## config.mk

```make
export PLATFORM = sky130hd
export DESIGN_NAME = note_period_timer_flat
export DESIGN_NICKNAME = d
export VERILOG_FILES = /design/src/rtl/note_player_pkg.sv /design/src/rtl/note_period_timer_if.sv /design/src/rtl/note_tick_gen.sv /design/src/rtl/note_period_timer.sv /design/src/flat_wrapper.sv
export SDC_FILE = /design/constraint.sdc
export NUM_CORES = 1
export LEC_CHECK = 0
export ABC_CLOCK_PERIOD_IN_PS = 3600
export BUFFER_PORTS_ARGS = -buffer_cell sky130_fd_sc_hd__buf_2
export CAP_MARGIN = 20
export CORE_ASPECT_RATIO = 0.9
export CORE_MARGIN = 2
export CORE_UTILIZATION = 50
export CTS_BUF_LIST = sky130_fd_sc_hd__clkbuf_8
export CTS_CLUSTER_DIAMETER = 100
export DETAILED_ROUTE_END_ITERATION = 12
export HOLD_SLACK_MARGIN = 0.05
export PLACE_DENSITY = 0.71
export REMOVE_ABC_BUFFERS = 1
export SLEW_MARGIN = 20
export SYNTH_ARGS = -nofsm -noshare
export SYNTH_HDL_FRONTEND = slang
export SYNTH_SLANG_ARGS = --single-unit
export TNS_END_PERCENT = 30
```

## constraint.sdc

```tcl
create_clock -name clk -period 3.6 [get_ports clk]
set_input_delay 0.54 -clock clk [delete_from_list [all_inputs] [get_ports clk]]
set_output_delay 0.54 -clock clk [all_outputs]
set_load 0.01 [all_outputs]
```

## src/rtl/note_player_pkg.sv

```systemverilog
// Shared types and constants for the note-player control path.
// The period timer and its controller both import this package.
package note_player_pkg;

  // Period width shared with the note-player controller.
  localparam int unsigned PeriodW = 8;

  typedef enum logic [1:0] {
    StIdle  = 2'd0,
    StCount = 2'd1,
    StDone  = 2'd2
  } timer_state_e;

endpackage

```

## src/rtl/note_period_timer_if.sv

```systemverilog
// Controller <-> period timer link: load/done handshake, period config channel and debug view.
interface note_period_timer_if #(
  parameter int unsigned PERIOD_W = note_player_pkg::PeriodW
) ();

  logic                count_load;
  logic                count_done;
  logic                cfg_val;
  logic                cfg_rdy;
  logic [PERIOD_W-1:0] cfg_period;
  logic                busy;
  logic [PERIOD_W-1:0] cur_count;

  modport master (
    output count_load,
    output cfg_val,
    output cfg_period,
    input  count_done,
    input  cfg_rdy,
    input  busy,
    input  cur_count
  );

  modport slave (
    input  count_load,
    input  cfg_val,
    input  cfg_period,
    output count_done,
    output cfg_rdy,
    output busy,
    output cur_count
  );

endinterface

```

## src/rtl/note_tick_gen.sv

```systemverilog
// Prescaler producing a one-cycle tick every PRESCALE enabled cycles.
// A synchronous clear restarts the phase so every interval starts on a full tick period.
module note_tick_gen #(
  parameter int unsigned PRESCALE = 4
) (
  input  logic clk,
  input  logic rst,
  input  logic clear,
  input  logic enable,
  output logic tick
);

  localparam int unsigned   CntW    = (PRESCALE > 1) ? $clog2(PRESCALE) : 1;
  localparam logic [CntW-1:0] LastVal = CntW'(PRESCALE - 1);

  logic [CntW-1:0] presc_q, presc_d;
  logic            at_last;

  assign at_last = (presc_q == LastVal);

  always_comb begin
    presc_d = presc_q;
    if (clear) begin
      presc_d = '0;
    end else if (enable) begin
      presc_d = at_last ? '0 : presc_q + 1'b1;
    end
  end

  always_ff @(posedge clk or negedge rst) begin
    if (!rst) begin
      presc_q <= '0;
    end else begin
      presc_q <= presc_d;
    end
  end

  assign tick = enable && at_last;

endmodule

```

## src/rtl/note_period_timer.sv

```systemverilog
// Note-period interval timer: counts a loaded period in prescaled ticks and holds done until
// the next load. A one-entry config buffer defers period changes to load boundaries.
module note_period_timer
  import note_player_pkg::*;
#(
  parameter int unsigned         PERIOD_W     = PeriodW,
  parameter int unsigned         PRESCALE     = 4,
  parameter logic [PERIOD_W-1:0] RESET_PERIOD = PERIOD_W'(10)
) (
  input logic               clk,
  input logic               rst,
  note_period_timer_if.slave bus
);

  timer_state_e        state_q, state_d;
  logic [PERIOD_W-1:0] cnt_q, cnt_d;
  logic [PERIOD_W-1:0] period_q, period_d;
  logic [PERIOD_W-1:0] pend_q, pend_d;
  logic                pend_full_q, pend_full_d;

  logic                tick;
  logic                cfg_xfer;
  logic [PERIOD_W-1:0] eff_period;

  note_tick_gen #(
    .PRESCALE (PRESCALE)
  ) u_tick_gen (
    .clk    (clk),
    .rst    (rst),
    .clear  (bus.count_load),
    .enable (state_q == StCount),
    .tick   (tick)
  );

  assign cfg_xfer = bus.cfg_val && !pend_full_q;

  // A same-cycle offer beats the buffered one, which beats the held period.
  always_comb begin
    if (cfg_xfer) begin
      eff_period = bus.cfg_period;
    end else if (pend_full_q) begin
      eff_period = pend_q;
    end else begin
      eff_period = period_q;
    end
  end

  always_comb begin
    state_d     = state_q;
    cnt_d       = cnt_q;
    period_d    = period_q;
    pend_d      = pend_q;
    pend_full_d = pend_full_q;

    if (bus.count_load) begin
      period_d    = eff_period;
      pend_full_d = 1'b0;
      cnt_d       = eff_period;
      state_d     = (eff_period != '0) ? StCount : StDone;
    end else begin
      if (cfg_xfer) begin
        pend_d      = bus.cfg_period;
        pend_full_d = 1'b1;
      end

      unique case (state_q)
        StIdle: begin
          // Nothing is running, so a buffered period can be adopted straight away.
          if (pend_full_q) begin
            period_d    = pend_q;
            pend_full_d = 1'b0;
          end
        end
        StCount: begin
          if (tick) begin
            if (cnt_q <= PERIOD_W'(1)) begin
              cnt_d   = '0;
              state_d = StDone;
            end else begin
              cnt_d = cnt_q - 1'b1;
            end
          end
        end
        StDone: begin
          state_d = StDone;
        end
        default: begin
          state_d = StIdle;
          cnt_d   = '0;
        end
      endcase
    end
  end

  always_ff @(posedge clk or negedge rst) begin
    if (!rst) begin
      state_q     <= StIdle;
      cnt_q       <= '0;
      period_q    <= RESET_PERIOD;
      pend_q      <= '0;
      pend_full_q <= 1'b0;
    end else begin
      state_q     <= state_d;
      cnt_q       <= cnt_d;
      period_q    <= period_d;
      pend_q      <= pend_d;
      pend_full_q <= pend_full_d;
    end
  end

  assign bus.count_done = (state_q == StDone);
  assign bus.busy       = (state_q == StCount);
  assign bus.cfg_rdy    = !pend_full_q;
  assign bus.cur_count  = cnt_q;

  a_done_busy_excl: assert property (@(posedge clk) disable iff (!rst)
    !(bus.busy && bus.count_done));

  a_count_nonzero: assert property (@(posedge clk) disable iff (!rst)
    (state_q == StCount) |-> (cnt_q != '0));

  a_done_zero: assert property (@(posedge clk) disable iff (!rst)
    (state_q == StDone) |-> (cnt_q == '0));

endmodule

```

## src/flat_wrapper.sv

```systemverilog
// flat-port wrapper written by rule: the top's interface ports become plain ports
module note_period_timer_flat import note_player_pkg::*;
#(
  parameter int unsigned         PERIOD_W     = PeriodW,
  parameter int unsigned         PRESCALE     = 4,
  parameter logic [PERIOD_W-1:0] RESET_PERIOD = PERIOD_W'(10)
)
  (clk, rst, bus_count_load, bus_cfg_val, bus_cfg_period, bus_count_done, bus_cfg_rdy, bus_busy, bus_cur_count);
  note_period_timer_if #(.PERIOD_W(PERIOD_W)) bus_i ();
  input logic clk;
  input logic rst;
  input wire logic [$bits(bus_i.count_load)-1:0] bus_count_load;
  input wire logic [$bits(bus_i.cfg_val)-1:0] bus_cfg_val;
  input wire logic [$bits(bus_i.cfg_period)-1:0] bus_cfg_period;
  output wire logic [$bits(bus_i.count_done)-1:0] bus_count_done;
  output wire logic [$bits(bus_i.cfg_rdy)-1:0] bus_cfg_rdy;
  output wire logic [$bits(bus_i.busy)-1:0] bus_busy;
  output wire logic [$bits(bus_i.cur_count)-1:0] bus_cur_count;
  assign bus_i.count_load = bus_count_load;
  assign bus_i.cfg_val = bus_cfg_val;
  assign bus_i.cfg_period = bus_cfg_period;
  assign bus_count_done = bus_i.count_done;
  assign bus_cfg_rdy = bus_i.cfg_rdy;
  assign bus_busy = bus_i.busy;
  assign bus_cur_count = bus_i.cur_count;
  note_period_timer #(.PERIOD_W(PERIOD_W), .PRESCALE(PRESCALE), .RESET_PERIOD(RESET_PERIOD)) u_core (.clk(clk), .rst(rst), .bus(bus_i));
endmodule
```

# After elaboration in Yosys (flattened, before gate mapping)
# Index checks and enable logic that the tools add are counted.
dict set report totals {
  register_bits 29
  inputBits 12
  out_inout_bits 11
  elab_cells 48
}
dict set report classes {
  add_sub_neg 2
  magnitude_cmp 1
  eq_ne 7
  n_mux 20
  n_bitwise 1
  n_reduce_logical 11
}
# cell count
set ops {}
lappend ops {{2-to-1 mux 8 bit} 7}
lappend ops {{case mux 8 bit (2 select lines)} 1}
lappend ops {{2-to-1 mux 2 bit} 7}
lappend ops {{less-or-equal comparator 8 x 1 -> 1 bit (second input constant)} 1}
lappend ops {{nonzero test 8 bit} 1}
lappend ops {{subtractor 8 x 1 -> 8 bit (second input constant)} 1}
lappend ops {{!= test 3 x 2 -> 1 bit (second input constant)} 2}
lappend ops {{case mux 2 bit (3 select lines)} 1}
lappend ops {{equality test 2 bit (second input constant)} 2}
lappend ops {{2-to-1 mux 1 bit} 4}
lappend ops {{AND reduction 2 bit} 2}
lappend ops {{nonzero test 2 bit} 2}
lappend ops {{AND reduction 3 bit} 1}
lappend ops {{adder 2 x 1 -> 2 bit (second input constant)} 1}
lappend ops {{equality test 2 x 1 -> 1 bit (second input constant)} 1}
lappend ops {{logical AND 1 bit} 2}
lappend ops {{logical NOT 2 bit} 1}
lappend ops {{!= test 2 x 1 -> 1 bit (second input constant)} 1}
lappend ops {{!= test 2 bit (second input constant)} 1}
lappend ops {{OR reduction 2 bit} 1}
lappend ops {{logical NOT 1 bit} 1}
lappend ops {{NOT 1 bit} 1}

# Longest topological paths before layout
# Gate-level depths: netlist of the first run.
dict set report logic_depth {
  depth_word 6
  depth_mapped 8
  mapped_depth_nobuf 7
}

# Cells and area by module
# From an unflattened synthesis of the first run, not the netlist that was laid out.
dict set report hier_totals {
  hier_cells 169
  area_unflattened_um2 1662.8
}
# mod n_inst cells_per_inst area_each_um2 seq_area_each_um2
set modules_own_cells {}
lappend modules_own_cells {note_period_timer 1 160 1556.5 678.2}
lappend modules_own_cells {note_tick_gen 1 9 106.4 50.0}

# Worst setup path before layout of the first run
# Ideal clock, no wire load.
dict set report synth_timing {
  path_type {input to register}
  from {in bus_cfg_val}
  to {reg u_core.state_q[1]}
  setup_time_ns 0.066
  t_arrival_ns 2.124
  t_required_ns 3.534
  setup_slack_ns 1.410
  path_stages 6
  n_path_buf 1
  path_cell_list {clkbuf_1 -> mux2i_1 -> o21ai_0 -> or4_1 -> o21ai_0 -> o311a_1}
}
dict set report synth_between {
  elab_chain_len 5
}
# element line
set synth_lines {}
lappend synth_lines {{from (decl)} flat_wrapper.sv:13} ;# input wire logic [$bits(bus_i.cfg_val)-1:0] bus_cfg_val;
lappend synth_lines {{logical AND 1 bit} note_period_timer.sv:35} ;# assign cfg_xfer = bus.cfg_val && !pend_full_q;
lappend synth_lines {{2-to-1 mux 8 bit} note_period_timer.sv:39} ;# if (cfg_xfer) begin
lappend synth_lines {{nonzero test 8 bit} note_period_timer.sv:59} ;# state_d = (eff_period != '0) ? StCount : StDone;
lappend synth_lines {{2-to-1 mux 2 bit} note_period_timer.sv:59}
lappend synth_lines {{2-to-1 mux 2 bit} note_period_timer.sv:55} ;# if (bus.count_load) begin
lappend synth_lines {{to (signal assigned)} note_period_timer.sv:97} ;# state_q <= StIdle;
lappend synth_lines {{to (signal assigned)} note_period_timer.sv:103} ;# state_q <= state_d;
lappend synth_lines {{to (decl)} note_period_timer.sv:15} ;# timer_state_e state_q, state_d;
# Every way passes these cells.
# A chain may end at the register's enable or synchronous reset.

# Worst setup path in the final report of the first run
dict set report layout_timing {
  from {reg u_core.cnt_q[2] (netlist: u_core.bus.cur_count[2])}
  to {reg u_core.cnt_q[7] (netlist: u_core.bus.cur_count[7])}
}
dict set report layout_between {
  elab_chain_len 5
  word_cells_on_any_way 6
  cone_classes {add/sub: 1; order compare: 1; mux: 4}
}
# element line
set layout_lines {}
lappend layout_lines {{from (decl)} note_period_timer.sv:16} ;# logic [PERIOD_W-1:0] cnt_q, cnt_d;
lappend layout_lines {{from (signal assigned)} note_period_timer.sv:104} ;# cnt_q <= cnt_d;
lappend layout_lines {{subtractor 8 x 1 -> 8 bit or less-or-equal comparator 8 x 1 -> 1 bit (tied branches)} {note_period_timer.sv:80, note_period_timer.sv:76}}
lappend layout_lines {{2-to-1 mux 8 bit (*)} note_period_timer.sv:76} ;# if (cnt_q <= PERIOD_W'(1)) begin
lappend layout_lines {{2-to-1 mux 8 bit (*)} note_period_timer.sv:75} ;# if (tick) begin
lappend layout_lines {{case mux 8 bit (2 select lines) (*)} note_period_timer.sv:66} ;# unique case (state_q)
lappend layout_lines {{2-to-1 mux 8 bit (*)} note_period_timer.sv:55}
# Every way passes the cells marked *; elsewhere a longest branch is shown, timed or not. The select of a mux whose other input is x is not followed.

==> results of run 1 <==
-- per-stage QoR --
| step | cells | util (%) | instance area, µm² | hold slack [ns] |
|---|---|---|---|---|
| after floorplan | 159 | - | 1600 | 0.244 |
| after global placement | 223 | 57.2 | 1770 | 0.512 |
| after detailed placement | 223 | 57.2 | 1770 | 0.518 |
| after CTS | 231 | 60.4 | 1870 | 0.301 |
| after global routing | 231 | 60.7 | 1880 | 0.327 |
| final | 231 | 60.7 | 1880 | 0.276 |
-- report_power, final --
part           switching [W]  leakage [nW]  internal [W]
Combinational       0.000184         0.518      0.000157
Sequential         0.0000716         0.356      0.000401
Clock               0.000119        0.0542      0.000172
-- critical path, cell delays in order, from the launching register on --
cell	delay [ns]
dfrtp_1	0.44
or3_4	0.41
or4_1	0.45
or4_1	0.49
o21ai_1	0.13
a22o_1	0.13
-- layout by cell type (no fill, tap or decap), drive strengths merged, types with 5 or more instances in the layout --
| cell | netlist | final |
|---|---|---|
| a22o | 6 | 6 |
| buf | 0 | 22 |
| clkbuf | 9 | 7 |
| dfrtp | 27 | 27 |
| ha | 6 | 6 |
| inv | 7 | 7 |
| mux2 | 9 | 9 |
| mux2i | 18 | 18 |
| nand2 | 21 | 21 |
| nor2 | 9 | 9 |
| o21ai | 28 | 28 |
| or4 | 5 | 5 |
-- layout make-up --
| cell class | instances | area (µm²) | share of cell area, % |
|---|---|---|---|
| Clock buffer | 7 | 96.3 | 5.14 |
| Timing Repair Buffer | 22 | 110 | 5.87 |
| Clock inverter | 1 | 5.00 | 0.267 |
| Multi-Input combinational cell | 123 | 857 | 45.7 |
| Inverter | 7 | 26.3 | 1.40 |
| Tap cell | 42 | 52.6 | 2.80 |
| Sequential cell | 29 | 728 | 38.8 |
-- final timing paths --
| path | to | slack (ns) | start | cells after the start |
|---|---|---|---|---|
| worst max-delay path | u_core.bus.cur_count[7] | 1.49 | u_core.bus.cur_count[2] | 5 |
| worst min-delay path | u_core.pend_q[7] | 0.28 | rst | 1 |
| worst max register to register | u_core.bus.cur_count[7] | 1.49 | u_core.bus.cur_count[2] | 5 |
| worst min register to register | u_core.u_tick_gen.presc_q[1] | 0.53 | u_core.u_tick_gen.presc_q[1] | 2 |
| max in group asynchronous | u_core.pend_full_q | 2.90 | rst | 1 |
| min in group clk | u_core.pend_q[4] | 0.50 | bus_cfg_period[4] | 2 |
-- per-layer routing --
layer	vias to the layer above	GRT usage [%]	wire, µm
li1	648	-	-
met1	658	25.8	1600
met2	22	32.3	1570
met3	8	5.35	121
met4	0	11.6	79
met5	-	0	0
-- sequential cells by signal, indices dropped and copies added (netlist names) --
name and count:
u_core.bus.cur_count 8, u_core.u_tick_gen.presc_q 2, u_core.pend_q 8, u_core.pend_full_q 1
u_core.period_q 8, u_core.state_q 2
-- kinds of logic (layout without fill, tap and decap cells) --
| family | count (synthesis) | count (layout) | synth area share, % |
|---|---|---|---|
| muxes | 27 | 27 | 17.2 |
| buffers and inverters | 16 | 37 | 3.67 |
| DFF | 29 | 29 | 44.5 |
| and+or+nand+nor | 45 | 45 | 13.1 |
| adders and majority gates | 6 | 6 | 4.58 |
| AOI/OAI and AO/OA | 45 | 45 | 17.0 |
==> metrics.md, run 1 <==
| Metric | Value |
|---|---|
| Status | `finished, final reports clean` |
| Top FF cell, synth | `dfrtp_1` |
| Vias per cell | `just under 6` |
| Clock Pin Slew Worst Setup and Hold Paths | `0.06 ns` |
| Worst Path Required | `about 3.8 ns` |
| Mapped Area | `0.00164 mm²` |
| Area leader, netlist | `dfrtp_1` |
| Commonest cells post-synth | `dfrtp_1, o21ai_0, nand2_1` |
| Deepest clock path buffer count | `2` |
| Starting Density | `between 50% and 60%` |
| CTS buffer count | `5` |
| Layout cell share with drive strength beyond 1 | `23.3%` |
| CTS tree | `built` |
| Clk_skew | `0.00666 ns` |
| WL final | `3.37 mm` |
| Lkg Pwr | `0.928 nW` |
| Max-slew headroom | `a little under three fifths` |
| Hold Path Class | `in2async` |
| # IOs | `23` |
| Routed Antenna Nets | `0` |
| All-Layer GR Usage | `20.4%` |
| Initial antenna violation count | `0` |
| Root Buffer | `clkbuf_8` |
| Vias | `1336` |
| Largest net degree at the start of global routing | `30` |
| Post-synth ARST share | `between 90% and 100%` |
| Sequential area share after synthesis | `between 40% and 50%` |
| Highest Clock Rate | `474 MHz` |
| Fillers | `282` |
| Number of DRC markers in iteration 0 | `39` |
| Area growth syn-to-layout | `14.5%` |
| GRT Residual Overflow | `0` |
| Setup CP Type | `reg2reg` |
| Yosys warnings | `0` |
| First-pass GRT wire length | `between 5 and 6 mm` |
| DR DRC count | `0` |
| Pre-Repair DR Iteration Count | `4` |
| Ranking of synthesized cells by area | `dfrtp_1, mux2i_1, o21ai_0` |
| Total Power | `0.00110 W` |
| Layout Nets | `206` |
| Post CTS Setup Buffer Count | `0` |
| Row count | `19` |
| Count of final hold-check violations | `0` |
| Period utilization | `58.6%` |
| Inserted Diodes | `0` |
| Die span in x | `64.3 µm` |
| Post-synth EDFFs | `0` |
| Placeable Area | `0.00309 mm²` |
| CP Launch Type | `register` |
| Worst vdd ir | `289 µV` |
| Mapped Cells | `~170` |
| Total of max-cap violations | `0` |
| Dpl hpwl | `2.43 mm` |
| Power per cell area | `roughly 600 mW/mm²` |
| I/O Buffers | `22` |
| Yosys reg bits | `29` |
| Pre-CTS setup slack | `1.20 ns` |
| Min cycle time layout | `2.11 ns` |
| Wire per inst | `14.6 µm` |
| Vias in the first global route | `1247` |
| Count of final max-slew check failures | `0` |
| Critical Path End Type | `register` |
| Setup ws final | `~1.5 ns` |
| Post-synth cell types | `26` |
| Crit path max fanout | `8` |
| Cts repair resizes | `0` |
| Placer Congestion | `0.840` |
| Sink Count | `29` |
| Post-synth top area share | `approximately two fifths` |
| Cts hold-fix bufs | `0` |
| Tightest Pin Transition | `0.658 ns` |
| Die ar. | `between 0.003 and 0.004 mm²` |
| RSZ-0062 raised after global routing | `no` |
| # H-tree levels | `2` |
| Critical Path AT | `2.33 ns` |
| Die Ht | `58.3 µm` |
| Avg Inst Size Synth | `9.75 µm²` |
| Post-route setup TNS | `0 ns` |
| Worst-Skew Late Latency | `0.28 ns` |
| # setup viols final | `0` |
(Power assumes the default switching activity.)
==> run 2: changes to the inputs <==
--- a/config.mk
+++ b/config.mk
@@ -5,7 +5,7 @@
 export SDC_FILE = /design/constraint.sdc
 export NUM_CORES = 1
 export LEC_CHECK = 0
-export ABC_CLOCK_PERIOD_IN_PS = 3600
+export ABC_CLOCK_PERIOD_IN_PS = 1800
 export BUFFER_PORTS_ARGS = -buffer_cell sky130_fd_sc_hd__buf_2
 export CAP_MARGIN = 20
 export CORE_ASPECT_RATIO = 0.9
@@ -15,7 +15,7 @@
 export CTS_CLUSTER_DIAMETER = 100
 export DETAILED_ROUTE_END_ITERATION = 12
 export HOLD_SLACK_MARGIN = 0.05
-export PLACE_DENSITY = 0.71
+export PLACE_DENSITY = 0.74
 export REMOVE_ABC_BUFFERS = 1
 export SLEW_MARGIN = 20
 export SYNTH_ARGS = -nofsm -noshare
==> constraint.sdc (replaced) <==
create_clock -name clk -period 1.8 [get_ports clk]
set_input_delay 0.27 -clock clk [delete_from_list [all_inputs] [get_ports clk]]
set_output_delay 0.27 -clock clk [all_outputs]
set_load 0.01 [all_outputs]
==> run 2 against run 1 <==
The flow now finishes with violations (negative setup slack). Power rose by 130%. First-iteration DRC count rose to 3.0 times the previous value. Sequential share of layout area fell by 4.4 points. Final cell count rose by 10%. Sequential power rose by 96%. Flip-flop and latch count did not move. Routed wire length rose by 16%. Critical path type unchanged. Largest cell class unchanged. Highest routed layer unchanged.
==> metrics.md, run 2 (synthesis results as in run 1) <==
| Metric | Value |
|---|---|
| Cell Chain, Critical Path | `or3_4, or4_4, or4_4, o21ai_2, a22o_1` |
| Status | `finished, violations left` |
| Fin util | `68.7% (+8.0 points)` |
| Max-slew headroom | `56.0% (-0.13 points)` |
| Routed Antenna Nets | `0 (unchanged)` |
| Pre-Repair DR Iteration Count | `4 (unchanged)` |
| Most frequent cell on the critical path | `or4_4` |
| Internal | `0.00173 W (+140%)` |
| Critical R2R Launch | `u_core.bus.cur_count[4]` |
| Count of final hold-check violations | `0 (unchanged)` |
| Number of DRC markers in iteration 0 | `116 (+200%)` |
| Inserted Diodes | `0 (unchanged)` |
| WP buf/inv | `0 (unchanged)` |
| Reg2Reg Depth | `5 (unchanged)` |
| Layout Nets | `230 (+12%)` |
| Reg-to-reg slack, setup | `-0.20 ns (-1.69 ns)` |
| I/O Buffers | `22 (unchanged)` |
| Clock power frac | `27.0% (+0.6 points)` |
| Worst Path Required | `2.03 ns (-1.79 ns)` |
| RSZ-0062 raised after global routing | `yes` |
| Die span in x | `64.3 µm (unchanged)` |
| Starting Density | `53.0% (unchanged)` |
| Logic gate share of total power | `37.3% (+6.5 points)` |
| Count of final max-slew check failures | `0 (unchanged)` |
| Pre-CTS setup slack | `-0.221 ns (-1.42 ns)` |
| WHS Endpoint | `u_core.pend_q[7]` |
| Deepest clock path buffer count | `2 (unchanged)` |
| Seq pwr share | `35.7% (-7.1 points)` |
| Worst vdd ir | `959 µV (+230%)` |
| Placeable Area | `0.00309 mm² (unchanged)` |
| Power per cell area | `1220 mW/mm² (+110%)` |
| Die Ht | `58.3 µm (unchanged)` |
| Vias | `1444 (+8.1%)` |
| Highest Clock Rate | `500 MHz (+5.5%)` |
| CP max stage delay | `0.49 ns (about the same)` |
| Row count | `19 (unchanged)` |
| GRT Residual Overflow | `0 (unchanged)` |
| Critical Path End Type | `register` |
| Vias per cell | `5.66 (-2.1%)` |
| Lkg Pwr | `1.06 nW (+14%)` |
| # setup viols final | `2 (+2)` |
| Failing checks | `negative setup slack` |
| Wire per inst | `15.3 µm (+4.9%)` |
| Sink Count | `29 (unchanged)` |
| CTS tree | `built` |
| Vias in the first global route | `1390 (+11%)` |
| Setup ws final | `-0.201 ns (-1.69 ns)` |
| Sw frac | `33.1% (-0.88 points)` |
| First-pass GRT wire length | `6.25 mm (+10%)` |
| Commonest non-fill, non-tap cell in the layout | `o21ai_0` |
| R2R Path End | `u_core.bus.cur_count[7]` |
| Hold Path Class | `in2reg` |
| Setup CP Type | `reg2reg` |
| Clock Pin Slew Worst Setup and Hold Paths | `0.07 ns (about the same)` |
| Initial antenna violation count | `0 (unchanged)` |
| CP top delay family | `simple AND/OR/NAND/NOR gates` |
| CP max-delay cell | `or4_4` |
| Clk_skew | `0.00861 ns (+0.00194 ns)` |
| Worst hold stages | `2` |
| Dpl hpwl | `2.83 mm (+17%)` |
| Worst-Skew Late Latency | `0.29 ns (about the same)` |
| Layout cell share with drive strength beyond 1 | `35.2% (+12 points)` |
| Hold Startpoint | `bus_cfg_period[7]` |
| Tightest Pin Transition | `0.661 ns (+0.00303 ns)` |
| All-Layer GR Usage | `22.5% (+2.1 points)` |
| Root Buffer | `clkbuf_8` |
| Reported net switching power | `0.000855 W (+130%)` |
| Most frequent cells in the layout | `o21ai_0, dfrtp_1, buf_2` |
| CTS buffer count | `5 (unchanged)` |
| Period utilization | `111% (+53 points)` |
| DR DRC count | `0 (unchanged)` |
| Area growth syn-to-layout | `29.6%` |
| # IOs | `23 (unchanged)` |
| Largest net degree at the start of global routing | `30 (unchanged)` |
| # H-tree levels | `2 (unchanged)` |
| Crit path max fanout | `2 (-6)` |
| Min cycle time layout | `2.00 ns (-0.110 ns)` |
| Placer Congestion | `0.802 (-4.6%)` |
| Die ar. | `0.00375 mm² (unchanged)` |
| CP Launch Type | `register` |
| Critical Path AT | `2.23 ns (-0.10 ns)` |
| Total of max-cap violations | `0 (unchanged)` |
| WL final | `3.91 mm (+16%)` |
-- run 2: worst max-delay path by stage --
stage / startpoint / end / slack [ns] / cells after the start
6_report: u_core.bus.cur_count[4] / u_core.bus.cur_count[7] / -0.20 / 5
5_1_grt: u_core.bus.cur_count[4] / u_core.bus.cur_count[7] / -0.26 / 5
4_1_cts: u_core.bus.cur_count[4] / u_core.bus.cur_count[7] / -0.19 / 5
3_5_place_dp: bus_cfg_val / u_core.state_q[1] / -0.22 / 6
3_3_place_gp: bus_cfg_val / u_core.state_q[1] / -0.14 / 6
2_1_floorplan: u_core.bus.cur_count[2] / u_core.bus.cur_count[7] / -0.32 / 4
-- run 2: layer usage --
layer  vias to the layer above  global-route usage [%]  wire (µm)
met1                       699                    26.9       1700
met3                        10                    6.12        188
met4                         0                    9.42         77
met5                         -                       0          0
li1                        695                       -          -
met2                        40                    39.0       1940
-- run 2: worst register-to-register path: stages (launching register included) --
cell	delay [ns]
dfrtp_1	0.38
or3_4	0.38
or4_4	0.42
or4_4	0.49
o21ai_2	0.14
a22o_1	0.14
-- run 2: repair_timing --
action                                  CTS  global route
endpoints found under the hold margin    27             0
hold buffers                              1             0
pin swaps                                 0             2
gates resized for setup                   3            14
setup buffers                             0             1
cloned                                    0             1
endpoints found under the setup margin    6             9
-- run 2: power groups by stage --
stage | clock network, W | logic (W) | registers (W)
floorplan | 0 | 0.000455 | 0.000947
global placement | 0 | 0.000828 | 0.000914
detailed placement | 0 | 0.000869 | 0.000927
CTS | 0.000706 | 0.000879 | 0.000918
global route | 0.000731 | 0.00106 | 0.000939
finish | 0.000697 | 0.000964 | 0.000923
-- run 2: area by class of cell --
type / instances / area (µm²)
fillers: 249 / 968
flip-flops and latches: 29 / 731
inverters: 7 / 26.3
repair buffers: 46 / 300
clock buffers: 6 / 82.6
clock inverters: 2 / 33.8
well taps: 42 / 52.6
multi-input cells: 123 / 896
-- run 2: metrics by stage --
| step | power, W | instances | cell area, µm² | hold slack, ns | TNS [ns] |
|---|---|---|---|---|---|
| 6_report | 0.00258 | 255 | 2120 | 0.228 | -0.216 |
| 5_1_grt | 0.00273 | 255 | 2120 | 0.229 | -0.506 |
| 3_3_place_gp | 0.00174 | 244 | 1920 | 0.321 | -0.382 |
| 4_1_cts | 0.00250 | 253 | 2060 | 0.230 | -0.247 |
| 3_5_place_dp | 0.00180 | 244 | 1920 | 0.336 | -0.616 |
| 2_1_floorplan | 0.00140 | 159 | 1600 | -0.0256 | -2.07 |
==> run 3: changes to the inputs <==
--- a/config.mk
+++ b/config.mk
@@ -8,7 +8,7 @@
 export ABC_CLOCK_PERIOD_IN_PS = 1800
 export BUFFER_PORTS_ARGS = -buffer_cell sky130_fd_sc_hd__buf_2
 export CAP_MARGIN = 20
-export CORE_ASPECT_RATIO = 0.9
+export CORE_ASPECT_RATIO = 0.7
 export CORE_MARGIN = 2
 export CORE_UTILIZATION = 50
 export CTS_BUF_LIST = sky130_fd_sc_hd__clkbuf_8
==> run 3 against run 2 <==
The flow still finishes with violations (negative setup slack). Via count fell by 0.48%. Sequential power up 0.5%. Design area down 1.3%. First-iteration DRC count fell by 9.5%. Utilization down 2.1 points. Routed wire length fell by 0.59%. Final cell count decreased by 1.2%. Clock skew is 0.0066 ns lower. Power shrank 6.7%. Register-to-register slack is essentially flat. Hold slack gained 0.0059 ns. Largest cell class unchanged. Highest routed layer unchanged.
==> metrics.md, run 3 (synthesis results as in run 1) <==
| Metric | Value |
|---|---|
| Lkg Pwr | `1.06 nW (-0.20%)` |
| Period utilization | `111% (+0.20 points)` |
| Dpl hpwl | `2.82 mm (-0.39%)` |
| Count of final max-slew check failures | `0 (unchanged)` |
| Setup CP Type | `reg2reg` |
| First-pass GRT wire length | `6.59 mm (+5.4%)` |
| Critical R2R Launch | `u_core.bus.cur_count[4]` |
| Inserted Diodes | `0 (unchanged)` |
| Routed Antenna Nets | `0 (unchanged)` |
| Critical Path End Type | `register` |
| Starting Density | `52.0% (-0.97 points)` |
| Sink Count | `29 (unchanged)` |
| Root Buffer | `clkbuf_8` |
| CTS buffer count | `5 (unchanged)` |
| Min cycle time layout | `2.00 ns (+0.00365 ns)` |
| Max-slew headroom | `57.1% (+1.2 points)` |
| Row count | `17 (-2)` |
| Layout Nets | `231 (+0.43%)` |
| Failing checks | `negative setup slack` |
| I/O Buffers | `22 (unchanged)` |
| Die Ht | `51.9 µm (-11%)` |
| Initial antenna violation count | `0 (unchanged)` |
| CP max-delay cell | `or4_1` |
| RSZ-0062 raised after global routing | `yes` |
| # setup viols final | `6 (+4)` |
| Die ar. | `0.00376 mm² (+0.18%)` |
| Hold Path Class | `in2reg` |
| Wire per inst | `15.4 µm (+0.59%)` |
| Worst hold stages | `2 (unchanged)` |
| Total Power | `0.00241 W (-6.7%)` |
| Cell Chain, Critical Path | `or3_4, or4_4, or4_1, o21ai_1, a22o_1` |
| Worst vdd ir | `535 µV (-44%)` |
| Placeable Area | `0.00315 mm² (+1.9%)` |
| Worst Path Required | `2.02 ns (about the same)` |
| Placer Congestion | `0.832 (+3.8%)` |
| Status | `finished, violations left` |
| Vias in the first global route | `1429 (+2.8%)` |
| Fin util | `66.5% (-2.1 points)` |
| Pre-Repair DR Iteration Count | `4 (unchanged)` |
| Placed cell areas | `0.00193 mm² (+0.39%)` |
| Count of final hold-check violations | `0 (unchanged)` |
| # IOs | `23 (unchanged)` |
| Worst-Skew Late Latency | `0.28 ns (about the same)` |
| Crit path max fanout | `3 (+1)` |
| Design area | `0.00209 mm² (-1.3%)` |
| Largest net degree at the start of global routing | `30 (unchanged)` |
| Die span in x | `72.4 µm (+13%)` |
| Most frequent cells in the layout | `o21ai_0, dfrtp_1, buf_2` |
| Worst Hold Slack | `0.234 ns (+0.00594 ns)` |
| # H-tree levels | `2 (unchanged)` |
| Layout cell share with drive strength beyond 1 | `33.6% (-1.6 points)` |
| CP max stage delay | `0.47 ns (-0.02 ns)` |
| Area growth syn-to-layout | `27.9%` |
| Number of DRC markers in iteration 0 | `105 (-9.5%)` |
| Setup ws final | `-0.205 ns (-0.00365 ns)` |
| Power per cell area | `1150 mW/mm² (-5.5%)` |
| GRT Residual Overflow | `0 (unchanged)` |
| DR DRC count | `0 (unchanged)` |
| Highest Clock Rate | `499 MHz (-0.18%)` |
| All-Layer GR Usage | `23.4% (+0.89 points)` |
| Deepest clock path buffer count | `2 (unchanged)` |
| Tightest Pin Transition | `0.643 ns (-0.0179 ns)` |
| Hold Startpoint | `bus_cfg_period[6]` |
| Critical Path AT | `2.22 ns (about the same)` |
| Reg2Reg Depth | `5 (unchanged)` |
| WL final | `3.88 mm (-0.59%)` |
| Clk_skew | `0.00204 ns (-0.00657 ns)` |
| Vias per cell | `5.70 (+0.70%)` |
| Vias | `1437 (-0.48%)` |
| Clock Pin Slew Worst Setup and Hold Paths | `0.06 ns (about the same)` |
| Setup crit start | `u_core.bus.cur_count[4]` |
| CTS tree | `built` |
| Total of max-cap violations | `0 (unchanged)` |
| Pre-CTS setup slack | `-0.226 ns (-0.00479 ns)` |
| CP Launch Type | `register` |
[run 3: changes by cell type in the layout (fill, tap and decap cells not counted)]
cell | before | now
inv_1 | 8 | 10
bufinv_16 | 1 | 0
o21ai_1 | 1 | 2
buf_12 | 0 | 1
clkbuf_8 | 6 | 5
ha_1 | 5 | 6
o21ai_0 | 26 | 25
ha_2 | 1 | 0
or4_4 | 2 | 1
or4_1 | 3 | 4
[run 3: report_power, final]
| part | internal [W] | switching [W] |
|---|---|---|
| Combinational | 0.000500 | 0.000491 |
| Clock | 0.000257 | 0.000236 |
| Sequential | 0.000804 | 0.000124 |
[run 3: path summary, 6_finish.rpt]
check	to	slack, ns
max	u_core.bus.cur_count[7]	-0.20
min	u_core.pend_q[6]	0.23
max reg2reg	u_core.bus.cur_count[7]	-0.20
min reg2reg	u_core.pend_q[0]	0.54
max in group asynchronous	u_core.pend_full_q	0.79
min in group asynchronous	u_core.bus.cur_count[3]	0.55
[run 3: area by class of cell]
class	instances	area (µm²)
repair buffers	47	320
well taps	38	47.5
multi-input cells	123	890
fillers	260	1050
clock inverters	3	11.3
clock buffers	5	68.8
inverters	7	26.3
flip-flops and latches	29	731
[run 3: layer usage]
metal	share of wire [%]	up-vias	global-route usage, %
met4	1.6	0	7.41
met5	0	-	0
li1	-	702	-
met3	4.1	9	5.43
met2	47	33	38.4
met1	47	693	31.0
[run 3: repair_timing]
action                     4_1_cts  5_1_grt
buffers inserted                 1        2
gates cloned                     0        0
setup endpoints to repair        8       10
hold buffers                     1        0
pin swaps                        0        4
resized for setup                3       11
hold endpoints to repair        27        0
[run 3: per-stage QoR]
stage,setup TNS (ns),instances
after floorplan,-2.07,159
after global placement,-0.562,240
after detailed placement,-1.01,240
after CTS,-0.710,250
after global routing,-1.14,252
final,-0.770,252
[run 3: worst max-delay path, delay by kind of cell, from the launching register on]
kind / cells / cell delay [ns]
and+or+nand+nor: 3 / 1.29
AOI/OAI and AO/OA: 2 / 0.26
DFF: 1 / 0.38
